### src/rtl/seg7_display_driver.sv
`default_nettype none
// ============================================================================
// Module   : seg7_display_driver
// Purpose  : Converts a sampled N-bit binary value to BCD with a sequential
//            double-dabble engine (N shift cycles). A free-running refresh
//            scanner then time-multiplexes the stored digits onto a
//            common-anode seven-segment display, with optional blanking of
//            leading zeros.
// Ports    : clk       - clock, rising edge
//            reset_n   - asynchronous active-low reset
//            value     - binary value, sampled when load is accepted
//            load      - one-cycle conversion request (ignored while busy)
//            busy      - high while a conversion is in progress
//            digit_en  - anode enables, active-low, one-hot-low, bit 0 = LSD
//            seg       - segments, active-low, {g,f,e,d,c,b,a}
// Revision : 1.0 - initial release
// ============================================================================
module seg7_display_driver #(
  parameter int N              = 16,
  parameter int DIGITS         = 5,
  parameter int REFRESH_CYCLES = 50000,
  parameter int BLANK_LZ       = 1
) (
  input  logic              clk,
  input  logic              reset_n,
  input  logic [N-1:0]      value,
  input  logic              load,
  output logic              busy,
  output logic [DIGITS-1:0] digit_en,
  output logic [6:0]        seg
);

  localparam int BCD_W  = 4 * DIGITS;
  localparam int CNT_W  = $clog2(N + 1);
  localparam int IDX_W  = (DIGITS > 1) ? $clog2(DIGITS) : 1;
  localparam int PRE_W  = $clog2(REFRESH_CYCLES);

  localparam logic [CNT_W-1:0] C_CNT_INIT  = CNT_W'(N);
  localparam logic [CNT_W-1:0] C_CNT_LAST  = CNT_W'(1);
  localparam logic [PRE_W-1:0] C_PRE_MAX   = PRE_W'(REFRESH_CYCLES - 1);
  localparam logic [IDX_W-1:0] C_IDX_MAX   = IDX_W'(DIGITS - 1);
  localparam logic [6:0]       C_SEG_BLANK = 7'h7F;

  typedef enum logic [1:0] {
    S_IDLE  = 2'd0,
    S_SHIFT = 2'd1,
    S_DONE  = 2'd2
  } state_t;

  // --------------------------------------------------------------------------
  // Converter state
  // --------------------------------------------------------------------------
  state_t             state_q, state_d;
  logic [N-1:0]       shift_q, shift_d;
  logic [BCD_W-1:0]   bcd_q,   bcd_d;
  logic [CNT_W-1:0]   cnt_q,   cnt_d;
  logic [BCD_W-1:0]   disp_q,  disp_d;

  // Scanner state
  logic [PRE_W-1:0]   pre_q,   pre_d;
  logic [IDX_W-1:0]   idx_q,   idx_d;
  logic [DIGITS-1:0]  den_q,   den_d;
  logic [6:0]         seg_q,   seg_d;

  logic [BCD_W-1:0]   bcd_adj;

  function automatic logic [6:0] seg_encode(input logic [3:0] nib);
    logic [6:0] s;
    case (nib)
      4'd0:    s = 7'h40;
      4'd1:    s = 7'h79;
      4'd2:    s = 7'h24;
      4'd3:    s = 7'h30;
      4'd4:    s = 7'h19;
      4'd5:    s = 7'h12;
      4'd6:    s = 7'h02;
      4'd7:    s = 7'h78;
      4'd8:    s = 7'h00;
      4'd9:    s = 7'h10;
      default: s = 7'h7F;
    endcase
    return s;
  endfunction

  // Add-3 correction on every nibble that is 5 or more, before the shift.
  always_comb begin
    bcd_adj = bcd_q;
    for (int k = 0; k < DIGITS; k++) begin
      if (bcd_q[4*k +: 4] >= 4'd5) begin
        bcd_adj[4*k +: 4] = bcd_q[4*k +: 4] + 4'd3;
      end
    end
  end

  always_comb begin
    state_d = state_q;
    shift_d = shift_q;
    bcd_d   = bcd_q;
    cnt_d   = cnt_q;
    disp_d  = disp_q;
    case (state_q)
      S_IDLE: begin
        if (load) begin
          shift_d = value;
          bcd_d   = '0;
          cnt_d   = C_CNT_INIT;
          state_d = S_SHIFT;
        end
      end
      S_SHIFT: begin
        // {bcd, shift} <<= 1 after correction.
        bcd_d   = {bcd_adj[BCD_W-2:0], shift_q[N-1]};
        shift_d = {shift_q[N-2:0], 1'b0};
        cnt_d   = cnt_q - CNT_W'(1);
        if (cnt_q == C_CNT_LAST) begin
          state_d = S_DONE;
        end
      end
      S_DONE: begin
        disp_d  = bcd_q;
        state_d = S_IDLE;
      end
      default: begin
        state_d = S_IDLE;
      end
    endcase
  end

  // --------------------------------------------------------------------------
  // Refresh scanner. Uses disp_q (not disp_d), so a tick coinciding with the
  // DONE copy still shows the previous value.
  // --------------------------------------------------------------------------
  logic              tick;
  logic              all_zero;
  logic [DIGITS-1:0] blank_mask;
  logic [3:0]        cur_nib;
  logic              cur_blank;

  assign tick = (pre_q == C_PRE_MAX);

  // blank_mask[k] set when k > 0 and all nibbles at positions >= k are zero.
  always_comb begin
    all_zero   = 1'b1;
    blank_mask = '0;
    for (int k = DIGITS - 1; k >= 1; k--) begin
      all_zero      = all_zero && (disp_q[4*k +: 4] == 4'd0);
      blank_mask[k] = all_zero && (BLANK_LZ != 0);
    end
  end

  always_comb begin
    pre_d     = tick ? '0 : pre_q + PRE_W'(1);
    idx_d     = idx_q;
    den_d     = den_q;
    seg_d     = seg_q;
    cur_nib   = 4'd0;
    cur_blank = 1'b0;
    if (tick) begin
      idx_d = (idx_q == C_IDX_MAX) ? '0 : idx_q + IDX_W'(1);
      for (int k = 0; k < DIGITS; k++) begin
        if (idx_d == IDX_W'(k)) begin
          cur_nib   = disp_q[4*k +: 4];
          cur_blank = blank_mask[k];
        end
      end
      den_d = ~(DIGITS'(1) << idx_d);
      seg_d = cur_blank ? C_SEG_BLANK : seg_encode(cur_nib);
    end
  end

  // --------------------------------------------------------------------------
  // State registers
  // --------------------------------------------------------------------------
  always_ff @(posedge clk or negedge reset_n) begin
    if (!reset_n) begin
      state_q <= S_IDLE;
      shift_q <= '0;
      bcd_q   <= '0;
      cnt_q   <= '0;
      disp_q  <= '0;
      pre_q   <= '0;
      idx_q   <= C_IDX_MAX;
      den_q   <= '1;
      seg_q   <= C_SEG_BLANK;
    end else begin
      state_q <= state_d;
      shift_q <= shift_d;
      bcd_q   <= bcd_d;
      cnt_q   <= cnt_d;
      disp_q  <= disp_d;
      pre_q   <= pre_d;
      idx_q   <= idx_d;
      den_q   <= den_d;
      seg_q   <= seg_d;
    end
  end

  assign busy     = (state_q != S_IDLE);
  assign digit_en = den_q;
  assign seg      = seg_q;

endmodule
`default_nettype wire

### config.mk
export PLATFORM = sky130hd
export DESIGN_NAME = seg7_display_driver
export DESIGN_NICKNAME = d
export VERILOG_FILES = /design/src/rtl/seg7_display_driver.sv
export SDC_FILE = /design/constraint.sdc
export NUM_CORES = 1
export LEC_CHECK = 0
export ABC_AREA = 0
export CELL_PAD_IN_SITES_DETAIL_PLACEMENT = 1
export CELL_PAD_IN_SITES_GLOBAL_PLACEMENT = 1
export CORE_UTILIZATION = 47
export CTS_CLUSTER_SIZE = 14
export DETAILED_ROUTE_END_ITERATION = 6
export GPL_TIMING_DRIVEN = 0
export PLACE_DENSITY = 0.77
export SLEW_MARGIN = 15
export SYNTH_ARGS = -nofsm -noshare
export SYNTH_HDL_FRONTEND = slang
export SYNTH_SLANG_ARGS = --single-unit
### constraint.sdc
create_clock -name clk -period 3.8 [get_ports clk]
set_input_delay 0.76 -clock clk [delete_from_list [all_inputs] [get_ports clk]]
set_output_delay 0.76 -clock clk [all_outputs]
set_load 0.02 [all_outputs]
==> run summary <==
The run finished with clean final reports. For this run, the number of standard cells in the final layout without fillers is 672. The worst clock skew on the final layout is 0.00932 ns. TritonCTS built the clock tree. The number of antenna violations at the first check in global routing is 0. The share of the Yosys chip area taken by registers is 48.0%. Tracing the worst setup path back leads to its startpoint at state_q[1]$_DFFE_PN0P_. The number of design-rule violations left by the first detailed-router iteration came out at 117. The cell leakage power came out at 0.00238 µW. The worst setup path is launched from a flop. The highest fanout seen on the critical path came out at 10. The average vias per placed instance came out at 5.77.

The repair_antennas step left the layout with diodes totalling 0. The end of the worst register-to-register path is seg[3]$_DFFE_PN1N_. The post-placement setup slack is 0.719 ns. The clock net sink count is 94. STA classifies the critical path endpoint as an output pin. The detailed-routing wirelength on met1 came out at 5630 µm.

The worst path uses 85.2% of the clock period. Data on the critical path is required at its endpoint by 3.04 ns. The core box area is 10200 µm². The top cell types in the final layout, fill and taps aside, are sky130_fd_sc_hd__dfrtp_1 (81), sky130_fd_sc_hd__o21ai_0 (45), sky130_fd_sc_hd__a21oi_1 (39).

The area share of the leading cell type in the synthesized netlist came out at 41.1%. Wires add up to 12200 µm. The net count of the mapped netlist is 525. The final count of hold timing violations came out at 0. From bottom edge to top edge, the die measures 104 µm. Cells fill 55.4% of the core in the end. The wire length of the first global-routing pass came out at 20700 µm. In the synthesized netlist the async set-or-reset flop fraction comes to 100%.

In this run the clock root is driven by a sky130_fd_sc_hd__clkbuf_8. The count of input and output buffers is 31. The average footprint of a synthesized cell came out at 10.1 µm². The highest metal layer carrying signal wires in the routed design is met4. The cell area that synthesis handed to floorplanning was 4930 µm². The total number of yosys warnings came out at 0. The number of gates resized after CTS was 0. Walking the worst path, the cells encountered are clkbuf_1 > clkbuf_1 > or2_2 > clkdlybuf4s50_1. In this design, the stage delay of the slowest critical-path cell is 0.63 ns. Synthesis instantiated 64 different standard cells from the library. The count of pins on the block boundary came out at 32. The post-DP HPWL came out at 8890 µm. For the worst setup path, the data arrival time is 2.48 ns. The maximum level of the CTS H-tree is 3. The final route contains 3876 vias.

The count of mapped cells out of synthesis is 488. The final layout contains 568 nets. The number of max-cap violations came out at 0. The setup-violating endpoint count in the final report came out at 0. The number of synthesized register bits is 94.

The share of layout cells above drive strength 1 came out at 13.8%. After synthesis, the cell types taking the most area are sky130_fd_sc_hd__dfrtp_1 (41%), sky130_fd_sc_hd__dfstp_2 (6.9%), sky130_fd_sc_hd__ha_1 (4.6%), sky130_fd_sc_hd__o21ai_0 (4.6%), sky130_fd_sc_hd__a21oi_1 (4.0%). The total global-route track usage came out at 24.2%.

The relative max-transition margin is 46.4%. The most common library cell in the layout ignoring fill and taps is sky130_fd_sc_hd__dfrtp_1. For this configuration, the core starts out at a cell density of 48.2%. Setup slack closes at 0.562 ns. The number of hold buffers added after CTS was 0.

After detailed routing, the met3 layer carries 314 µm of wire. The number of DRC violations after detailed routing came out at 0. The wire length per cell came out at 18.2 µm. Before antenna repair, the detailed router went through 4 iterations. The storage element area came out at 2370 µm². The area growth from synthesis to layout came out at 14.9%. The global placement routability congestion is 0.809. In this run the worst setup path terminates at busy. In this run the core area contains 37 standard-cell rows.

The post-route setup TNS came out at 0 ns. In this run the worst hold path is classified as input port to async pin. The power per unit of standard cell area is 611 nW/µm². The number of clock buffers inserted by TritonCTS is 9. The startpoint identified for the worst register-to-register timing path is idx_q[0]$_DFFE_PN0N_. For the pin with the worst max-slew slack, the measured transition is 0.800 ns. Counting flops with a built-in enable in the synthesized netlist gives 0. The total die area came out at 10900 µm².

The most numerous cell type found on the critical path is sky130_fd_sc_hd__clkbuf_1. Setup repair after global routing left no endpoint under its margin. The buffer count from post-CTS setup fixing is 0. The met2 wirelength from detailed routing is 5990 µm. The highest ir drop seen on vdd is 0.000382 V. In this run, placement finished with an instance count of 656. The worst setup path category is flop to output pin. The setup slack of the worst register-to-register path is 0.70 ns. The maximum buffer depth of the clock tree came out at 2.

After clock tree synthesis, the clock-pin slew on the worst setup and hold paths is 0.10 ns. The clock network latency to the later pin of the worst-skew pair came out at 0.38 ns. The die span in x came out at 104 µm. The smallest clock period supported by the final layout is computed as 3.24 ns. The footprint of the multi-input gates came out at 2370 µm². The cell with the largest stage delay on the worst path is sky130_fd_sc_hd__clkdlybuf4s50_1. The number of fillers in the final layout is 1118. The number of pins exceeding their max-slew limit in the final report was 0. In the synthesized netlist the dominant register cell turns out to be sky130_fd_sc_hd__dfrtp_1.

The maximum achievable frequency is 0.309 GHz. The via count of the first global-routing pass is 4043. The largest net degree at the start of global routing is 50.

The total overflow reported by the global router came out at 0. Measured in cells, the most critical reg-to-reg path has a length of 12. sky130_fd_sc_hd__dfrtp_1 takes more of the synthesized area than any other cell. The remaining antenna violation count after routing is 0.
[kinds of logic after synthesis]
logic type                 synth area share, %
AOI/OAI and AO/OA                         21.0
xor gates and xnor gates                  4.09
adders and majority gates                 4.57
buffers and inverters                     3.83
DFF                                       48.0
muxes                                     2.82
and+or+nand+nor                           15.7
[per-layer routing]
metal  track usage [%]  vias up
met3              3.20       23
met1              32.4     1961
met5                 0        -
met2              39.6       56
li1                  -     1836
met4              10.0        0
[area by class of cell]
type / instances / share of cell area [%]
plain buffers: 24 / 2.14
inverters: 18 / 1.19
well taps: 136 / 3.00
clock inverters: 6 / 1.66
clock buffers: 10 / 2.43
multi-input cells: 352 / 41.9
repair buffers: 32 / 5.92
flip-flops and latches: 94 / 41.8
[per-stage QoR]
stage                     cell area [µm²]  power [µW]  hold WS [ns]
after floorplan                      4930        2300         0.450
after CTS                            5670        3490         0.402
after global placement               5410        2600         0.477
final                                5670        3460         0.392
after global routing                 5670        3710         0.430
after detailed placement             5440        2690         0.487
[worst max-delay path: cells and delay by family (launching register included)]
| kind | cells | cell delay (ns) |
|---|---|---|
| and+or+nand+nor | 1 | 0.22 |
| buffers and inverters | 3 | 1.47 |
| DFF | 1 | 0.41 |
[sequential cells by signal, summed over array words and instances, names as in the netlist]
register,cells
digit_en,5
pre_q,16
disp_q,20
seg,7
state_q,2
bcd_q,20
idx_q,3
shift_q,16
cnt_q,5
[cells in the mapped netlist, types with 3 or more instances]
master / count
sky130_fd_sc_hd__a21oi_1: 39
sky130_fd_sc_hd__nor4_1: 5
sky130_fd_sc_hd__nor2b_1: 18
sky130_fd_sc_hd__o31ai_1: 5
sky130_fd_sc_hd__a31oi_1: 7
sky130_fd_sc_hd__mux2_2: 11
sky130_fd_sc_hd__nand2_1: 34
sky130_fd_sc_hd__nand3_1: 11
sky130_fd_sc_hd__o22ai_1: 8
sky130_fd_sc_hd__dfstp_2: 13
sky130_fd_sc_hd__and3_2: 3
sky130_fd_sc_hd__buf_6: 4
sky130_fd_sc_hd__inv_1: 18
sky130_fd_sc_hd__o32ai_1: 5
sky130_fd_sc_hd__o22a_1: 5
sky130_fd_sc_hd__a32o_1: 6
sky130_fd_sc_hd__a22oi_1: 15
sky130_fd_sc_hd__nand2b_1: 9
sky130_fd_sc_hd__ha_1: 18
sky130_fd_sc_hd__o21ai_0: 45
sky130_fd_sc_hd__xnor2_1: 12
sky130_fd_sc_hd__xor2_1: 11
sky130_fd_sc_hd__clkbuf_1: 19
sky130_fd_sc_hd__and3_1: 4
sky130_fd_sc_hd__nor3b_2: 3
sky130_fd_sc_hd__dfrtp_1: 81
sky130_fd_sc_hd__nor2_1: 35
[report_power, final]
part	internal, µW	switching [µW]
clock network	393	380
logic	512	712
registers	1240	220
[worst min path at each step]
stage | depth (start not counted) | slack (ns) | end
after global placement | 1 | 0.48 | pre_q[13]$_DFF_PN0_
final | 1 | 0.39 | pre_q[3]$_DFF_PN0_
after detailed placement | 1 | 0.49 | pre_q[13]$_DFF_PN0_
after floorplan | 2 | 0.45 | disp_q[1]$_DFFE_PN0N_
after global routing | 1 | 0.43 | pre_q[3]$_DFF_PN0_
after CTS | 1 | 0.40 | disp_q[11]$_DFFE_PN0N_
Note: power is estimated with default switching activity, not from simulation.
